===== config.mk =====
export PLATFORM = sky130hd
export DESIGN_NAME = lm_sm_sequencer
export DESIGN_NICKNAME = d
export VERILOG_FILES = /design/src/rtl/lm_sm_sequencer.sv
export SDC_FILE = /design/constraint.sdc
export NUM_CORES = 1
export LEC_CHECK = 0
export BUFFER_PORTS_ARGS = -buffer_cell sky130_fd_sc_hd__buf_4
export CORE_MARGIN = 3
export CORE_UTILIZATION = 25
export CTS_BUF_LIST = sky130_fd_sc_hd__clkbuf_16
export DETAILED_ROUTE_END_ITERATION = 10
export PLACE_DENSITY_LB_ADDON = 0.15
export SYNTH_ARGS = -nofsm -noshare
export SYNTH_HDL_FRONTEND = slang
export SYNTH_SLANG_ARGS = --single-unit

===== constraint.sdc =====
create_clock -name clk -period 5.2 [get_ports clk]
set_clock_uncertainty 0.2 [all_clocks]
set_input_delay 0.26 -clock clk [delete_from_list [all_inputs] [get_ports clk]]
set_output_delay 0.26 -clock clk [all_outputs]
set_load 0.005 [all_outputs]

===== src/rtl/lm_sm_sequencer.sv =====
// lm_sm_sequencer
// ---------------------------------------------------------------------------
// Expands a Load-Multiple (LM, 4'b0110) or Store-Multiple (SM, 4'b0111)
// instruction into single-register LW/SW-type micro-ops. It emits one
// micro-op per cycle, in ascending register order. While a sequence runs it
// holds fetch and decode.
//
// Optional feature: define LMSM_BASE_WRITEBACK_EN to add a final WB micro-op.
// That micro-op writes Ra + transfer count back into Ra. When the macro is
// not defined there is no WB state, and uop_wb_base is tied low.
//
// Ports
//   clk, rst_n    rising-edge clock, asynchronous active-low reset
//   flush         abort the current sequence (branch/jump redirect)
//   stall_in      downstream cannot take a micro-op this cycle
//   instr_valid   a valid instruction is in decode
//   opcode        instruction opcode
//   ra            base register index
//   reg_mask      register list, bit i selects Ri
//   busy          registered, high while the sequencer is not idle
//   fetch_hold    freezes PC and IF/ID (accept | (busy & !done))
//   uop_valid     micro-op presented this cycle
//   uop_is_store  1 = SW-type micro-op, 0 = LW-type
//   uop_reg       data register of the micro-op (base register for WB)
//   uop_base      captured Ra
//   uop_off       address offset added to Ra (transfer count for WB)
//   uop_wb_base   micro-op is the base-register writeback
//   done          single-cycle completion pulse
// ---------------------------------------------------------------------------
module lm_sm_sequencer #(
  parameter int NREGS = 8,
  parameter int OFF_W = 4
) (
  input  logic             clk,
  input  logic             rst_n,
  input  logic             flush,
  input  logic             stall_in,
  input  logic             instr_valid,
  input  logic [3:0]       opcode,
  input  logic [2:0]       ra,
  input  logic [NREGS-1:0] reg_mask,
  output logic             busy,
  output logic             fetch_hold,
  output logic             uop_valid,
  output logic             uop_is_store,
  output logic [2:0]       uop_reg,
  output logic [2:0]       uop_base,
  output logic [OFF_W-1:0] uop_off,
  output logic             uop_wb_base,
  output logic             done
);

  localparam logic [3:0]       OP_LM   = 4'b0110;
  localparam logic [3:0]       OP_SM   = 4'b0111;
  localparam logic [OFF_W-1:0] OFF_MAX = {OFF_W{1'b1}};

`ifdef LMSM_BASE_WRITEBACK_EN
  typedef enum logic [1:0] {
    ST_IDLE  = 2'd0,
    ST_XFER  = 2'd1,
    ST_EMPTY = 2'd2,
    ST_WB    = 2'd3
  } state_t;
`else
  typedef enum logic [1:0] {
    ST_IDLE  = 2'd0,
    ST_XFER  = 2'd1,
    ST_EMPTY = 2'd2
  } state_t;
`endif

  // Index of the lowest set bit. The scan runs downward so that the lowest
  // set bit is the last one written.
  function automatic logic [2:0] lowest_set(input logic [NREGS-1:0] m);
    logic [2:0] idx;
    idx = 3'd0;
    for (int i = NREGS - 1; i >= 0; i--) begin
      if (m[i]) begin
        idx = i[2:0];
      end else begin
        idx = idx;
      end
    end
    return idx;
  endfunction

  state_t             state_r, state_s;
  logic [NREGS-1:0]   mask_r, mask_s;
  logic [OFF_W-1:0]   off_r, off_s;
  logic [2:0]         base_r, base_s;
  logic               is_store_r, is_store_s;
  logic               busy_r;

  logic               is_lmsm_s;
  logic               accept_s;
  logic               last_s;
  logic [NREGS-1:0]   mask_clr_s;
  logic [OFF_W-1:0]   off_inc_s;
  logic               uop_valid_s, uop_is_store_s, uop_wb_base_s, done_s;
  logic [2:0]         uop_reg_s, uop_base_s;
  logic [OFF_W-1:0]   uop_off_s;

  // State and captured-operand registers, plus the registered busy flag.
  always_ff @(posedge clk or negedge rst_n) begin
    if (!rst_n) begin
      state_r    <= ST_IDLE;
      mask_r     <= {NREGS{1'b0}};
      off_r      <= {OFF_W{1'b0}};
      base_r     <= 3'd0;
      is_store_r <= 1'b0;
      busy_r     <= 1'b0;
    end else begin
      state_r    <= state_s;
      mask_r     <= mask_s;
      off_r      <= off_s;
      base_r     <= base_s;
      is_store_r <= is_store_s;
      busy_r     <= (state_s != ST_IDLE);
    end
  end

  // Next-state, operand update and micro-op decode.
  always_comb begin
    state_s        = state_r;
    mask_s         = mask_r;
    off_s          = off_r;
    base_s         = base_r;
    is_store_s     = is_store_r;
    accept_s       = 1'b0;
    uop_valid_s    = 1'b0;
    uop_is_store_s = 1'b0;
    uop_reg_s      = 3'd0;
    uop_base_s     = 3'd0;
    uop_off_s      = {OFF_W{1'b0}};
    uop_wb_base_s  = 1'b0;
    done_s         = 1'b0;

    is_lmsm_s  = (opcode == OP_LM) || (opcode == OP_SM);
    // Clearing the lowest set bit. If the result is zero, the current bit
    // was the last one.
    mask_clr_s = mask_r & (mask_r - {{(NREGS-1){1'b0}}, 1'b1});
    last_s     = (mask_clr_s == {NREGS{1'b0}});
    off_inc_s  = (off_r == OFF_MAX) ? off_r : (off_r + {{(OFF_W-1){1'b0}}, 1'b1});

    case (state_r)
      ST_IDLE: begin
        if (instr_valid && is_lmsm_s && !flush) begin
          accept_s   = 1'b1;
          is_store_s = opcode[0];
          base_s     = ra;
          mask_s     = reg_mask;
          off_s      = {OFF_W{1'b0}};
          if (reg_mask != {NREGS{1'b0}}) begin
            state_s = ST_XFER;
          end else begin
`ifdef LMSM_BASE_WRITEBACK_EN
            state_s = ST_WB;
`else
            state_s = ST_EMPTY;
`endif
          end
        end else begin
          state_s = ST_IDLE;
        end
      end

      ST_XFER: begin
        uop_valid_s    = 1'b1;
        uop_is_store_s = is_store_r;
        uop_reg_s      = lowest_set(mask_r);
        uop_base_s     = base_r;
        uop_off_s      = off_r;
        if (!stall_in) begin
          mask_s = mask_clr_s;
          off_s  = off_inc_s;
          if (last_s) begin
`ifdef LMSM_BASE_WRITEBACK_EN
            state_s = ST_WB;
`else
            state_s = ST_IDLE;
            done_s  = 1'b1;
`endif
          end else begin
            state_s = ST_XFER;
          end
        end else begin
          state_s = ST_XFER;
        end
      end

      ST_EMPTY: begin
        done_s  = 1'b1;
        state_s = ST_IDLE;
      end

`ifdef LMSM_BASE_WRITEBACK_EN
      // The writeback micro-op carries the base register and the total count.
      ST_WB: begin
        uop_valid_s   = 1'b1;
        uop_wb_base_s = 1'b1;
        uop_reg_s     = base_r;
        uop_base_s    = base_r;
        uop_off_s     = off_r;
        if (!stall_in) begin
          done_s  = 1'b1;
          state_s = ST_IDLE;
        end else begin
          state_s = ST_WB;
        end
      end
`endif

      default: begin
        state_s = ST_IDLE;
        mask_s  = {NREGS{1'b0}};
        off_s   = {OFF_W{1'b0}};
      end
    endcase

    // A redirect overrides everything and never produces a done pulse.
    if (flush) begin
      state_s = ST_IDLE;
      mask_s  = {NREGS{1'b0}};
      off_s   = {OFF_W{1'b0}};
      done_s  = 1'b0;
    end else begin
      state_s = state_s;
    end
  end

  assign busy         = busy_r;
  assign fetch_hold   = accept_s | (busy_r & ~done_s);
  assign uop_valid    = uop_valid_s;
  assign uop_is_store = uop_is_store_s;
  assign uop_reg      = uop_reg_s;
  assign uop_base     = uop_base_s;
  assign uop_off      = uop_off_s;
`ifdef LMSM_BASE_WRITEBACK_EN
  assign uop_wb_base  = uop_wb_base_s;
`else
  assign uop_wb_base  = 1'b0;
`endif
  assign done         = done_s;

endmodule


After elaboration in Yosys (flattened, before gate mapping)
Cells that the tools add are included.
{"block": "totals", "regBits": 19, "output_inout_bits": 16}
{"block": "classes", "addsub": 2, "n_eq_ne": 9, "mux": 34, "bitwise": 4, "reduce_logical": 11}
{"op": "3-bit 2-to-1 mux", "n": 10}
{"op": "8-bit 2-to-1 mux", "n": 3}
{"op": "8-bit case mux with 3 select lines", "n": 1}
{"op": "4-bit 2-to-1 mux", "n": 5}
{"op": "4-bit case mux with 3 select lines", "n": 1}
{"op": "3-bit != test (second input constant)", "n": 3}
{"op": "8-bit bitwise AND", "n": 1}
{"op": "4-bit by 3-bit == test with 1-bit output (second input constant)", "n": 2}
{"op": "8-bit zero test", "n": 1}
{"op": "1-bit 2-to-1 mux", "n": 8}
{"op": "2-bit 2-to-1 mux", "n": 4}
{"op": "8-bit nonzero test", "n": 1}
{"op": "8-bit by 1-bit subtractor with 8-bit output (second input constant)", "n": 1}
{"op": "4-bit by 1-bit adder with 4-bit output (second input constant)", "n": 1}
{"op": "4-bit == test (second input constant)", "n": 1}
{"op": "2-bit case mux with 2 select lines", "n": 1}
{"op": "4-bit AND reduction", "n": 1}
{"op": "3-bit AND reduction", "n": 1}
{"op": "2-bit by 1-bit == test with 1-bit output (second input constant)", "n": 1}
{"op": "2-bit == test (second input constant)", "n": 1}
{"op": "1-bit logical AND", "n": 2}
{"op": "2-bit zero test", "n": 1}
{"op": "2-bit != test (second input constant)", "n": 1}
{"op": "1-bit case mux with 2 select lines", "n": 1}
{"op": "7 further kinds", "n": 7}

Logic depth before layout (Yosys ltp)
{"block": "depth", "depth_word": 10, "depth_mapped": 7}

Least setup slack after synthesis
OpenSTA, ideal clock, no wires.
{"block": "synth_timing", "kind": "register -> output", "start": "reg mask_r[2]", "end": "out fetch_hold", "arrival_time_ns": 1.695, "required_time_ns": 4.740, "setup_slack_ns": 3.045, "path_stages_with_launch": 6, "n_path_buf": 1, "cell_sequence": "dfrtp_1 or4_1 buf_6 a2111oi_4 o311a_2 a21oi_1"}
{"block": "synth_via", "elab_chain_len": 10}
{"item": "start: declaration", "line_no": "88", "text": "logic [NREGS-1:0] mask_r, mask_s;"}
{"item": "start signal: assignment", "line_no": "107", "text": "mask_r <= {NREGS{1'b0}};"}
{"item": "start signal: assignment", "line_no": "114", "text": "mask_r <= mask_s;"}
{"item": "8-bit by 1-bit subtractor with 8-bit output", "line_no": "141", "text": "mask_clr_s = mask_r & (mask_r - {{(NREGS-1){1'b0}}, 1'b1});"}
{"item": "8-bit bitwise AND (*)", "line_no": "141"}
{"item": "8-bit zero test (*)", "line_no": "142", "text": "last_s = (mask_clr_s == {NREGS{1'b0}});"}
{"item": "1-bit 2-to-1 mux (*)", "line_no": "176", "text": "if (last_s) begin"}
{"item": "1-bit 2-to-1 mux (*)", "line_no": "173", "text": "if (!stall_in) begin"}
{"item": "1-bit case mux with 2 select lines (*)", "line_no": "145", "text": "case (state_r)"}
{"item": "1-bit 2-to-1 mux (*)", "line_no": "221", "text": "if (flush) begin"}
{"item": "1-bit inverter (*)", "line_no": "232", "text": "assign fetch_hold = accept_s | (busy_r & ~done_s);"}
{"item": "1-bit bitwise AND (*)", "line_no": "232"}
{"item": "1-bit OR (*)", "line_no": "232"}
{"item": "end: declaration", "line_no": "43", "text": "output logic fetch_hold,"}
Mark *: on every way between the ends. The rest lies on a longest branch, timed or not.

Worst setup path after layout
{"block": "layout_timing", "start": "reg mask_r[1]", "end": "out fetch_hold"}
Same word-level chain as after synthesis.

==> run metrics <==
status=finished clean; power per cell area=228 nW/um^2; TritonCTS clock tree=yes; Cells after Synth=143; critical path startpoint category=flip-flop; EDFF count, synth=0; Synth Cell Area=1270 sq um; Antenna Cells=0; routed wire length=3280 um; wire per inst=13.7 um; Synth-to-Final Area Change=29.9%; routed via count=1,119; Worst-path clk slew=0.06 ns; post-DP HPWL=2420 um; CTS Hold Buffers Added=1; largest net degree at the start of global routing=27; vias in the first global route=1,135; initial antenna violation count=0; WP data arrival=2.27 ns; crit-path max FO=8; critical path class=reg -> out; Synth Area per Inst=8.85 sq um; GR Util All Layers=0.113; Ports=36; residual antenna-violating net count after detailed routing=0; CTS sink cnt=19; unrepaired setup endpoints after global routing=false; Synth Flop Type=dfrtp_1; grt total ovfl=0; maximum clock path buffer count=2; worst slew margin relative to its limit=0.443; Cell Rows=25; fin. max-slew vios=0; post-synth cell types=42; max cap viols=0; most frequent cells in the layout=34 x buf_4, 19 x dfrtp_1, 17 x a21oi_1; post-CTS setup buffers=0; number of port buffers=34; Initial DRC Count=39; final worst path period share=0.526; GPL Wtd Cong=0.791; Worst VDD drop=0.0000901 V; most common cell after layout, fill and taps aside=buf_4; die area=5950 sq um; Die X=77.2 um; Clock H-tree levels=1; Mapped Nets=167; warning count from the yosys run=0; Final min period=2.73 ns; async set-or-reset flop fraction in the synthesized netlist=1.00; Slew @ Worst Pin=0.836 ns; post_cts resized=0; first drt pass iteration count=4; Crit. End Element=output pin; Finish-stage setup viols=0; Max Freq=366 MHz; share of cells above drive strength 1=0.291; CTS root buf=clkbuf_16; core area=4820 sq um; TritonCTS Buffers=3; Hold Crit Class=in -> reg; setup_tns=0 ns; flops & latches, synth=19; Hold WS=0.0442 ns; Fin. Hold Viols=0; starting density of the core=0.263; vias per inst=4.68; Skew-Pair Late Insertion Delay=0.25 ns; # DRC=0; Leak=0.000742 uW; Seq/Total Area, Yosys=0.375; first-pass GRT wire length=5420 um; required time worst endpoint=4.74 ns; Die H=77.2 um; nets@finish=197
==> metal layers <==
metal | GRT usage | vias to the layer above | wire [um]
li1 | - | 582 | -
met1 | 0.146 | 518 | 1580
met2 | 0.189 | 17 | 1580
met3 | 0.0153 | 2 | 91
met4 | 0.0409 | 0 | 25
met5 | 0 | - | 0
==> cell usage after synthesis (all sizes together) (2+ instances only) <==
master	number	area share
a21o	2	0.012
inv	6	0.018
a21oi	17	0.067
clkbuf	7	0.021
dfrtp	19	0.38
ha	4	0.040
nand3	9	0.036
mux2	4	0.036
nor2b	3	0.015
and2	12	0.060
o31a	2	0.015
buf	3	0.019
nor4	3	0.015
nor3	2	0.0079
nor2	5	0.015
and3	2	0.0099
nand2	8	0.024
o311a	2	0.018
o21ai	14	0.055
a2111oi	4	0.047
==> area by class of cell <==
| type | instances | area (sq um) |
|---|---|---|
| Tap cell | 67 | 83.8 |
| Sequential cell | 19 | 475 |
| Timing Repair Buffer | 35 | 265 |
| Fill cell | 524 | 3170 |
| Inverter | 6 | 22.5 |
| Clock inverter | 1 | 5.00 |
| Clock buffer | 3 | 75.1 |
| Multi-Input combinational cell | 108 | 718 |
==> metrics by stage <==
step	util	cells	power, uW	setup slack, ns	area, sq um
after floorplan	-	143	197	3.05	1270
after global placement	0.323	234	218	2.72	1560
after detailed placement	0.323	234	219	2.69	1560
after CTS	0.342	239	381	2.40	1650
after global routing	0.342	239	392	2.15	1650
final	0.342	239	375	2.47	1650
==> worst max-delay path, cell delays in order (launching register included) <==
cell and delay [ns]:
dfrtp_1 0.43, or4_1 0.72, a2111oi_2 0.40, o311a_2 0.27
a21oi_1 0.07, buf_4 0.13
==> state kept, by name, indices dropped and copies added (netlist names) <==
| signal | cells |
|---|---|
| mask_r | 8 |
| off_r | 4 |
| base_r | 3 |
| state_r | 2 |
| busy | 1 |
| is_store_r | 1 |
==> worst paths after layout <==
kind	startpoint	to	slack (ns)	cells past startpoint
worst max-delay path	mask_r[1]$_DFFE_PN0P_	fetch_hold	2.47	5
max in group asynchronous	rst_n	mask_r[6]$_DFFE_PN0P_	4.36	2
worst max register to register	state_r[0]$_DFF_PN0_	off_r[2]$_DFFE_PN0P_	2.76	5
min in group asynchronous	rst_n	base_r[2]$_DFFE_PN0P_	0.23	2
worst min register to register	is_store_r$_DFFE_PN0P_	is_store_r$_DFFE_PN0P_	0.30	1
worst min-delay path	ra[0]	base_r[0]$_DFFE_PN0P_	0.04	2
==> cells by family (layout without fill, tap and decap cells) <==
logic type	count (synthesis)	count (layout)	share of synthesized area
buffers and inverters	16	45	0.0573
multiplexers	4	4	0.0356
flip-flops	19	19	0.375
adder cells (fa/ha/maj)	5	5	0.0474
other	1	1	0.00296
AND/OR/NAND/NOR	50	50	0.217
AO/OA/AOI/OAI	48	48	0.264
==> where the power goes <==
part | leakage [uW] | internal, uW | switching (uW)
combinational | 0.000444 | 26.7 | 24.7
clock | 0.0000409 | 103 | 55.0
sequential | 0.000257 | 158 | 7.68
total | 0.000742 | 287 | 87.3
No activity file was read; power rests on OpenSTA's default activity.
